[src/rtl/param_array_sorter.sv]
// param_array_sorter: collects up to DEPTH unsigned samples, keeps them sorted on arrival
// by parallel compare-and-shift insertion, then drains the sorted frame head first.
module param_array_sorter #(
    parameter int WIDTH = 8,
    parameter int DEPTH = 4,
    parameter int CW    = $clog2(DEPTH + 1)
) (
    input  logic             clk,
    input  logic             rst_n,
    input  logic             descend,
    input  logic             in_valid,
    output logic             in_ready,
    input  logic             in_last,
    input  logic [WIDTH-1:0] data_in,
    output logic             out_valid,
    input  logic             out_ready,
    output logic             out_last,
    output logic [WIDTH-1:0] data_out,
    output logic [CW-1:0]    count
);

    typedef enum logic {StLoad, StDrain} state_e;

    state_e           r_state;
    state_e           w_state_next;
    logic [WIDTH-1:0] r_entry    [DEPTH];
    logic [WIDTH-1:0] w_entry_up [DEPTH];
    logic [WIDTH-1:0] w_entry_dn [DEPTH];
    logic [WIDTH-1:0] w_entry_ins[DEPTH];
    logic [CW-1:0]    r_count;
    logic             r_mode;
    logic             w_desc;
    logic [DEPTH-1:0] w_keep;
    logic [DEPTH-1:0] w_keep_prev;
    logic             w_accept;
    logic             w_take;

    // Insertion network: entries that sort at or before the new sample stay put, the first
    // slot past them takes the sample, everything after moves up by one.
    always_comb begin
        // The first sample of a frame uses the live direction input, later ones the latched mode.
        w_desc = (r_count == '0) ? descend : r_mode;
        w_entry_up[0] = '0;
        w_entry_dn[DEPTH-1] = '0;
        for (int i = 1; i < DEPTH; i++) begin
            w_entry_up[i]   = r_entry[i-1];
            w_entry_dn[i-1] = r_entry[i];
        end
        for (int i = 0; i < DEPTH; i++) begin
            w_keep[i] = 1'b0;
            if (CW'(i) < r_count) begin
                // Equal entries stay ahead of the newcomer, which keeps ties stable.
                w_keep[i] = w_desc ? (r_entry[i] >= data_in) : (r_entry[i] <= data_in);
            end
        end
        w_keep_prev = {w_keep[DEPTH-2:0], 1'b1};
        for (int i = 0; i < DEPTH; i++) begin
            if (w_keep[i]) begin
                w_entry_ins[i] = r_entry[i];
            end else if (w_keep_prev[i]) begin
                w_entry_ins[i] = data_in;
            end else begin
                w_entry_ins[i] = w_entry_up[i];
            end
        end
    end

    // Handshakes, next state and register-decoded outputs.
    always_comb begin
        w_state_next = r_state;
        in_ready     = (r_state == StLoad);
        out_valid    = (r_state == StDrain);
        out_last     = (r_state == StDrain) && (r_count == CW'(1));
        data_out     = r_entry[0];
        count        = r_count;
        w_accept     = in_valid && (r_state == StLoad);
        w_take       = out_ready && (r_state == StDrain);
        case (r_state)
            StLoad: begin
                if (w_accept && (in_last || (r_count == CW'(DEPTH - 1)))) begin
                    w_state_next = StDrain;
                end
            end
            StDrain: begin
                if (w_take && (r_count == CW'(1))) begin
                    w_state_next = StLoad;
                end
            end
            default: w_state_next = StLoad;
        endcase
    end

    // State register.
    always_ff @(posedge clk or negedge rst_n) begin
        if (!rst_n) begin
            r_state <= StLoad;
        end else begin
            r_state <= w_state_next;
        end
    end

    // Sorted storage, occupancy and frame direction.
    always_ff @(posedge clk or negedge rst_n) begin
        if (!rst_n) begin
            for (int i = 0; i < DEPTH; i++) begin
                r_entry[i] <= '0;
            end
            r_count <= '0;
            r_mode  <= 1'b0;
        end else if (w_accept) begin
            for (int i = 0; i < DEPTH; i++) begin
                r_entry[i] <= w_entry_ins[i];
            end
            r_count <= r_count + CW'(1);
            if (r_count == '0) begin
                r_mode <= descend;
            end
        end else if (w_take) begin
            // Shift toward the head; the vacated top slot reads as zero.
            for (int i = 0; i < DEPTH; i++) begin
                r_entry[i] <= w_entry_dn[i];
            end
            r_count <= r_count - CW'(1);
        end
    end

endmodule

[config.mk]
export PLATFORM = sky130hd
export DESIGN_NAME = param_array_sorter
export DESIGN_NICKNAME = d
export VERILOG_FILES = /design/src/rtl/param_array_sorter.sv
export SDC_FILE = /design/constraint.sdc
export NUM_CORES = 1
export LEC_CHECK = 0
export ABC_AREA = 1
export BUFFER_PORTS_ARGS = -buffer_cell sky130_fd_sc_hd__buf_2
export CORE_ASPECT_RATIO = 1.2
export CORE_MARGIN = 3
export CORE_UTILIZATION = 50
export DETAILED_ROUTE_END_ITERATION = 6
export PLACE_DENSITY = 0.68
export SETUP_SLACK_MARGIN = 0.15
export SLEW_MARGIN = 15
export SYNTH_ARGS = -nofsm -noshare
export SYNTH_HDL_FRONTEND = slang
export SYNTH_SLANG_ARGS = --single-unit
[constraint.sdc]
create_clock -name clk -period 2.5 [get_ports clk]
set_clock_uncertainty 0.1 [all_clocks]
set_input_delay 0.5 -clock clk [delete_from_list [all_inputs] [get_ports clk]]
set_output_delay 0.5 -clock clk [all_outputs]
set_load 0.03 [all_outputs]
### Yosys cells after proc, flatten, opt, wreduce, memory -nomap -nowiden

Cells that the tools add are included.

| word-level totals | value |
|---|---|
| register bits | 37 |
| word-level logic and storage cells | 63 |

| operators by class | value |
|---|---|
| $add $sub $neg | 2 |
| $lt $le $gt $ge | 12 |
| equality and inequality tests | 6 |
| mux-type cells | 23 |
| bitwise operators | 1 |
| reduce and logical (&&, ||, !) cells | 12 |

Operators by type and width:

| operator | count |
|---|---|
| 2-to-1 mux 32 bit | 2 |
| 2-to-1 mux 8 bit | 7 |
| >= comparator 8 bit | 4 |
| <= comparator 8 bit | 4 |
| 2-to-1 mux 1 bit | 11 |
| != test 2 bit, second input constant | 4 |
| AND reduction 2 bit | 4 |
| less-than comparator 1 x 3 -> 1 bit, first input constant | 2 |
| less-than comparator 2 x 3 -> 1 bit, first input constant | 2 |
| 2-to-1 mux 3 bit | 2 |
| logical AND 1 bit | 5 |
| adder 3 x 1 -> 3 bit, second input constant | 1 |
| == test 3 x 1 -> 1 bit, second input constant | 1 |
| == test 3 x 2 -> 1 bit, second input constant | 1 |
| zero test 3 bit | 1 |
| subtractor 3 x 1 -> 3 bit, second input constant | 1 |
| one-hot mux 1 bit (2 select lines) | 1 |
| nonzero test 2 bit | 1 |
| logical OR 1 bit | 1 |
| inverter 1 bit | 1 |

### Longest topological paths before layout

Gate-level depths: netlist of run 1.

| logic depth | value |
|---|---|
| word-level depth | 7 |
| mapped depth | 16 |
| depth with buffers taken out | 15 |

### Least setup slack after synthesis of run 1

Ideal clock, no wire load.

| timing path | value |
|---|---|
| path type | register -> register |
| from | register r_count[0], in the netlist count[0] |
| to | register r_entry[14] (netlist bit) |
| data arrival time | 1.902 ns |
| required time | 2.277 ns |
| path slack | 0.375 ns |
| cell stages (with the launch flop) | 13 |
| buffers on the path | 0 |
| clock period less this slack | 2.125 ns |
| cell sequence | dfrtp_1 > inv_1 > ha_1 > nand2_4 > nand2_2 > o21ai_4 > inv_2 > nand3_1 > nand3_4 > nand2_2 > nand2_4 > nor2_1 > a21oi_2 |

| between the ends | value |
|---|---|
| longest elaborated chain between the ends | 7 |
| elaborated cells on any way between the ends | 13 |
| classes of those cells | 2 x order compare; 1 x eq/ne; 8 x mux; 2 x reduce/logical |

RTL lines:

| what | RTL line | RTL |
|---|---|---|
| start, declared | 30 | `logic [CW-1:0] r_count;` |
| start signal, assigned | 114 | `r_count <= r_count + CW'(1);` |
| start signal, assigned | 123 | `r_count <= r_count - CW'(1);` |
| zero test 3 bit | 42 | `w_desc = (r_count == '0) ? descend : r_mode;` |
| 2-to-1 mux 1 bit | -- |  |
| 2-to-1 mux 1 bit | 53 | `w_keep[i] = w_desc ? (r_entry[i] >= data_in) : (r_entry[i] <= data_in);` |
| 2-to-1 mux 1 bit | 51 | `if (CW'(i) < r_count) begin` |
| 2-to-1 mux 8 bit | 60 | `end else if (w_keep_prev[i]) begin` |
| 2-to-1 mux 8 bit | 58 | `if (w_keep[i]) begin` |
| 2-to-1 mux 32 bit | 110 | `end else if (w_accept) begin` |
| end signal, assigned by index | 112 | `r_entry[i] <= w_entry_ins[i];` |
| end signal, assigned by index | 121 | `r_entry[i] <= w_entry_dn[i];` |
| end, declared | 26 | `logic [WIDTH-1:0] r_entry [DEPTH];` |

Parallel ways exist; a longest one is shown, timed or not. The select of a mux whose other input is x is not followed.
A chain may end at the register's enable or synchronous reset.

### Worst setup path in the final report of run 1

Same ends and word-level chain as after synthesis.

==> results of run 1 <==
power by group:
group | total (W) | switching, W | leakage, nW | internal, W
clock network | 0.000428 | 0.000235 | 0.0450 | 0.000194
logic | 0.00298 | 0.00191 | 1.42 | 0.00107
registers | 0.00117 | 0.000276 | 0.448 | 0.000897
metal layers:
metal  GRT usage  wire [um]
met5           0          0
met4      0.0977        164
met3      0.0347        215
met2       0.390       3770
met1       0.275       3310
layout make-up:
| cell class | count | area, um^2 | area share |
|---|---|---|---|
| Clock inverter | 2 | 10.0 | 0.00292 |
| Tap cell | 82 | 103 | 0.0300 |
| Sequential cell | 37 | 926 | 0.270 |
| Inverter | 61 | 233 | 0.0680 |
| Clock buffer | 6 | 72.6 | 0.0212 |
| Multi-Input combinational cell | 325 | 1880 | 0.548 |
| Timing Repair Buffer | 36 | 203 | 0.0592 |
sequential cells by signal, summed over array words and instances, names as in the netlist:
register   flops
r_entry       24
count          3
r_mode         1
data_out       8
out_valid      1
per-stage QoR:
step | hold WS [ns] | worst slack (ns)
after floorplan | 0.104 | 0.375
after global placement | 0.384 | 0.0827
after detailed placement | 0.387 | 0.0415
after CTS | 0.252 | 0.335
after global routing | 0.289 | 0.171
final | 0.228 | 0.334
cell usage after synthesis, drive strengths merged:
| cell | number |
|---|---|
| a21o | 3 |
| nor2 | 44 |
| clkbuf | 2 |
| o21ai | 29 |
| ha | 36 |
| dfrtp | 37 |
| xor2 | 2 |
| buf | 16 |
| a31oi | 1 |
| o221ai | 1 |
| a32o | 1 |
| nand3 | 17 |
| inv | 61 |
| nand4 | 6 |
| a211oi | 1 |
| nand2 | 141 |
| a21oi | 42 |
| and2 | 1 |
path summary, 6_finish.rpt:
| check | from | to |
|---|---|---|
| min in group clk | in_last | out_valid |
| max reg2reg | count[0] | r_entry[14] |
| max | count[0] | r_entry[14] |
| min | rst_n | data_out[4] |
| min reg2reg | r_entry[0] | r_entry[0] |
| max in group asynchronous | rst_n | out_valid |
worst reg2reg max path, cell delays in order, from the launching register on:
cell and delay, ns:
dfrtp_1 0.46, inv_1 0.15, ha_1 0.21, nand2_4 0.07, o21ai_4 0.22, inv_2 0.13, nand3_1 0.16, nand3_4 0.08
nand2_2 0.19, nand2_4 0.12, nor2_1 0.13, a21oi_2 0.04
logic make-up after synthesis:
logic type               count (synthesis)  share of synthesized area
AO/OA/AOI/OAI                           78                      0.145
XOR/XNOR                                 2                    0.00553
adder cells (fa/ha/maj)                 36                      0.142
buffers and inverters                   79                      0.117
flip-flops                              37                      0.292
AND/OR/NAND/NOR                        209                      0.298
repair_timing:
| action | CTS | global route |
|---|---|---|
| hold buffers | 0 | 0 |
| endpoints found under the setup margin | 0 | 4 |
| gates resized for setup | 0 | 6 |
==> out/results.ini, run 1 <==
[sta]
period_share = 0.866
setup_viol = 0
fin_crit_ns = 2.17
rsz0062_at_grt = false
slew_headroom = 0.403
worst_pin_slew_ns = 0.895
fin_setup_tns_ns = 0
final_max_slew_viol_count = 0
max_clock_freq_mhz = 462
hold_violations = 0

[worst_setup_path]
slowest_stage = dfrtp_1
cp-end-kind = flip-flop
cpMostUsedCell = nand2_4
critical_path_peak_fanout = 9
cp_top_family = simple AND/OR/NAND/NOR gates
critPathKind = flip-flop to flip-flop
reg2regPathDepth = 11
path_buf_inv = 2
cp_cell_sequence = inv_1, ha_1, nand2_4, o21ai_4, inv_2, nand3_1, nand3_4, nand2_2, nand2_4, nor2_1, a21oi_2
arrival_ns = 2.25
crit_required_ns = 2.58
slowest_delay_ns = 0.46
r2r_slack_ns = 0.33
cp-start-kind = flip-flop
cp.depth = 11

[finish]
nFillCells = 614
drive_above_1_share = 0.161
area_growth_pct = 8.10
diodes = 0
mostFrequentLayoutCells = nand2_1 (131), inv_1 (56), nor2_1 (44)
stdcell_count = 549
fin_area_um2 = 3420
fin_nets = 516
final_util = 0.562
mostFrequentLayoutCell = nand2_1

[placement]
io_buffers = 27
globalplace.congestion = 0.892
dp.cells = 541
dpl-instance-area_um2 = 3330
dp_hpwl_um = 5840

[run_status]
outcome = finished clean

[synth]
postSynthNetCount = 491
ys_types = 31
synth_area_leader_cell = dfrtp_1
synth.top_cells.by_area = dfrtp_1 (29%), nand2_1 (16%), ha_1 (14%)
ys_ff_latch = 37
yosysWarningCount = 0
synth_top_area_share = 0.292
synth.cell_area_um2 = 3170
ys_seq_area_frac = 0.292
netlist_instances = 441
syn-mean-instance-area_um2 = 7.18

[die]
rows = 31
die-area_um2 = 7330
die_w_um = 78.7
die_h_um = 93.2
start_util = 0.520
coreArea_um2 = 6090
io_pins = 28

[drt]
first_iter_violations = 122
firstDrtPassIters = 4
wl_per_cell_um = 13.6
drtAntennaViolNets = 0
drc_errors = 0
via_per_inst = 5.21
vias = 2860
routed_wl_um = 7460

[global_routing]
antenna_found_initial = 0
grt_overflow_total = 0
grt_max_degree = 38
grt.total_usage = 0.225
grt_first_pass_wirelength_um = 13300
grt_pass1_vias = 2985

[clock_tree]
clkTransAtPathRegs_ns = 0.09
cts_tree = done
numCtsBuffers = 5
cts_max_level = 2
insertion_delay_ns = 0.30
cts_setup_buffers = 0
cts-root-buf = clkbuf_8
clockBufferDepth = 2
cts.sinks = 37

[pwr]
p_per_area_nw_per_um2 = 1340
total_power_w = 0.00458
ir_worst_vdd_mv = 0.674
leakage_nw = 1.91

[run]
cap_viol_max_count = 0

[worst_hold_path]
hold_class = input port to async pin

Note: power is estimated with default switching activity, not from simulation.
==> run 2: changes to the inputs <==
--- a/config.mk
+++ b/config.mk
@@ -11,6 +11,7 @@
 export CORE_MARGIN = 3
 export CORE_UTILIZATION = 50
 export DETAILED_ROUTE_END_ITERATION = 6
+export GPL_ROUTABILITY_DRIVEN = 0
 export PLACE_DENSITY = 0.68
 export SETUP_SLACK_MARGIN = 0.15
 export SLEW_MARGIN = 15
==> constraint.sdc (replaced) <==
create_clock -name clk -period 2.5 [get_ports clk]
set_clock_uncertainty 0.1 [all_clocks]
set_input_delay 0 -clock clk [delete_from_list [all_inputs] [get_ports clk]]
set_output_delay 0 -clock clk [all_outputs]
set_load 0.03 [all_outputs]
==> out/results.ini, run 2 (synthesized netlist as in run 1, its figures left out) <==
[sta]
slew_headroom = 0.408  ; was 0.403
worst_pin_slew_ns = 0.887  ; was 0.895 ns
setup_viol = 0  ; unchanged
hold_violations = 0  ; unchanged
max_clock_freq_mhz = 458  ; was 462 MHz
rsz0062_at_grt = true  ; was false
fin_setup_tns_ns = 0  ; unchanged
period_share = 0.873  ; was 0.866
fin_ws_ns = 0.318  ; was 0.334 ns
final_max_slew_viol_count = 0  ; unchanged
fin_crit_ns = 2.18  ; was 2.17 ns

[clock_tree]
cts_max_level = 2  ; unchanged
cts-root-buf = clkbuf_8  ; unchanged
clkTransAtPathRegs_ns = 0.08  ; was 0.09 ns
clockBufferDepth = 2  ; unchanged
numCtsBuffers = 5  ; unchanged
insertion_delay_ns = 0.29  ; was 0.30 ns
cts.sinks = 37  ; unchanged
cts_tree = done  ; unchanged

[worst_setup_path]
r2r_slack_ns = 0.32  ; was 0.33 ns
critPathKind = flip-flop to flip-flop  ; unchanged
cp-end-kind = flip-flop  ; unchanged
critical_path_peak_fanout = 17  ; was 9
arrival_ns = 2.25  ; about the same
crit_required_ns = 2.57  ; was 2.58 ns
cp-start-kind = flip-flop  ; unchanged

[drt]
first_iter_violations = 153  ; was 122
vias = 2862  ; was 2,860
firstDrtPassIters = 4  ; unchanged
drtAntennaViolNets = 0  ; unchanged
via_per_inst = 5.18  ; was 5.21
drc_errors = 0  ; unchanged
routed_wl_um = 7400  ; was 7460 um
wl_per_cell_um = 13.4  ; was 13.6 um

[finish]
area_growth_pct = 9.68  ; was 8.10%
largest_register_ffs = 24  ; unchanged
mostFrequentLayoutCell = nand2_1  ; unchanged
drive_above_1_share = 0.153  ; was 0.161
mostFrequentLayoutCells = nand2_1 (130), inv_1 (59), nor2_1 (44)  ; was nand2_1 (131), inv_1 (56), nor2_1 (44)
largest_register = r_entry  ; unchanged
fin_nets = 520  ; was 516
diodes = 0  ; unchanged

[global_routing]
grt.total_usage = 0.214  ; was 0.225
grt_pass1_vias = 2747  ; was 2,985
grt_first_pass_wirelength_um = 12600  ; was 13,300 um
use_met1 = 0.280  ; was 0.275
use_met2 = 0.369  ; was 0.390
busiest_layer = met2  ; unchanged
antenna_found_initial = 0  ; unchanged
grt_overflow_total = 0  ; unchanged
use_met3 = 0.0231  ; was 0.0347
grt_max_degree = 38  ; unchanged

[placement]
io_buffers = 27  ; unchanged
pre_cts_ws_ns = 0.226  ; was 0.0415 ns
dp_hpwl_um = 5830  ; was 5840 um

[pwr]
pwr-share-comb = 0.655  ; was 0.650
seq_power_share = 0.254  ; was 0.256
p_sw_w = 0.00241  ; was 0.00242 W
internal-power_w = 0.00217  ; was 0.00216 W
p_per_area_nw_per_um2 = 1320  ; was 1340 nW/um^2
pwr-share-clk = 0.091  ; was 0.093
p_sw_frac = 0.526  ; was 0.528
leakage_nw = 1.94  ; was 1.91 nW
ir_worst_vdd_mv = 0.815  ; was 0.674 mV

[die]
die_h_um = 93.2  ; unchanged
rows = 31  ; unchanged
die_w_um = 78.7  ; unchanged
die-area_um2 = 7330  ; unchanged
io_pins = 28  ; unchanged
start_util = 0.520  ; unchanged
coreArea_um2 = 6090  ; unchanged

[worst_hold_path]
hold_class = input port to flip-flop  ; was input port to async pin

[run]
cap_viol_max_count = 0  ; unchanged

[run_status]
outcome = finished clean  ; unchanged

-- run 2: changes by cell type in the layout (fill, tap and decap cells not counted) --
cell	before	now
nand2_2	4	5
buf_4	9	8
o21ai_0	18	20
nand2_8	2	3
nand2_1	131	130
inv_2	4	2
clkinvlp_4	1	0
o21ai_1	2	0
inv_1	56	59
dlygate4sd3_1	0	5
nand2_4	4	3
-- run 2: repair_timing --
action / in CTS / in global routing
hold buffers: 5 / 0
resized for setup: 0 / 3
hold endpoints to repair: 40 / 0
setup buffers: 0 / 3
setup endpoints to repair: 0 / 16
-- run 2: worst paths after layout --
check                           start          end  depth (start not counted)
hold / removal             data_in[5]  r_entry[21]                          5
setup reg to reg             count[1]  r_entry[23]                         11
max in group asynchronous       rst_n  r_entry[13]                          2
min in group asynchronous       rst_n   r_entry[2]                          2
setup / recovery             count[1]  r_entry[23]                         11
hold reg to reg            r_entry[0]   r_entry[0]                          2
-- run 2: final cells by class --
class / instances / area [um^2]
repair buffers: 40 / 245
clock buffers: 6 / 72.6
flip-flops and latches: 37 / 926
well taps: 82 / 103
clock inverters: 2 / 10.0
multi-input cells: 325 / 1890
fillers: 604 / 2620
inverters: 61 / 229
-- run 2: power by group through the flow --
stage | registers, W | clock network (W) | logic (W)
2_1_floorplan | 0.00117 | 0 | 0.00238
3_3_place_gp | 0.00116 | 0 | 0.00284
3_5_place_dp | 0.00117 | 0 | 0.00288
4_1_cts | 0.00116 | 0.000432 | 0.00291
5_1_grt | 0.00120 | 0.000458 | 0.00341
6_report | 0.00116 | 0.000419 | 0.00300
-- run 2: per-layer routing --
layer,part of all wire,wire [um]
met1,0.45,3300
met2,0.49,3660
met3,0.041,304
met4,0.018,134
met5,0,0
-- run 2: critical path, stage by stage, from the launching register on --
cell     delay (ns)
dfrtp_1        0.41
inv_1          0.16
ha_1           0.22
nand2_4        0.07
o21ai_4        0.20
inv_2          0.11
nand3_2        0.10
nand3_4        0.14
nand2_8        0.15
nand2_2        0.15
nor2_1         0.17
a21oi_1        0.07
-- run 2: through the flow --
stage | hold slack (ns) | cell area (um^2) | power (W) | instances | util
floorplan | -0.396 | 3170 | 0.00355 | 441 | -
global placement | 0.0663 | 3300 | 0.00400 | 537 | 0.542
detailed placement | 0.0746 | 3300 | 0.00406 | 537 | 0.542
CTS | 0.0104 | 3430 | 0.00451 | 550 | 0.564
global route | 0.0447 | 3470 | 0.00507 | 553 | 0.570
finish | 0.0187 | 3470 | 0.00458 | 553 | 0.570
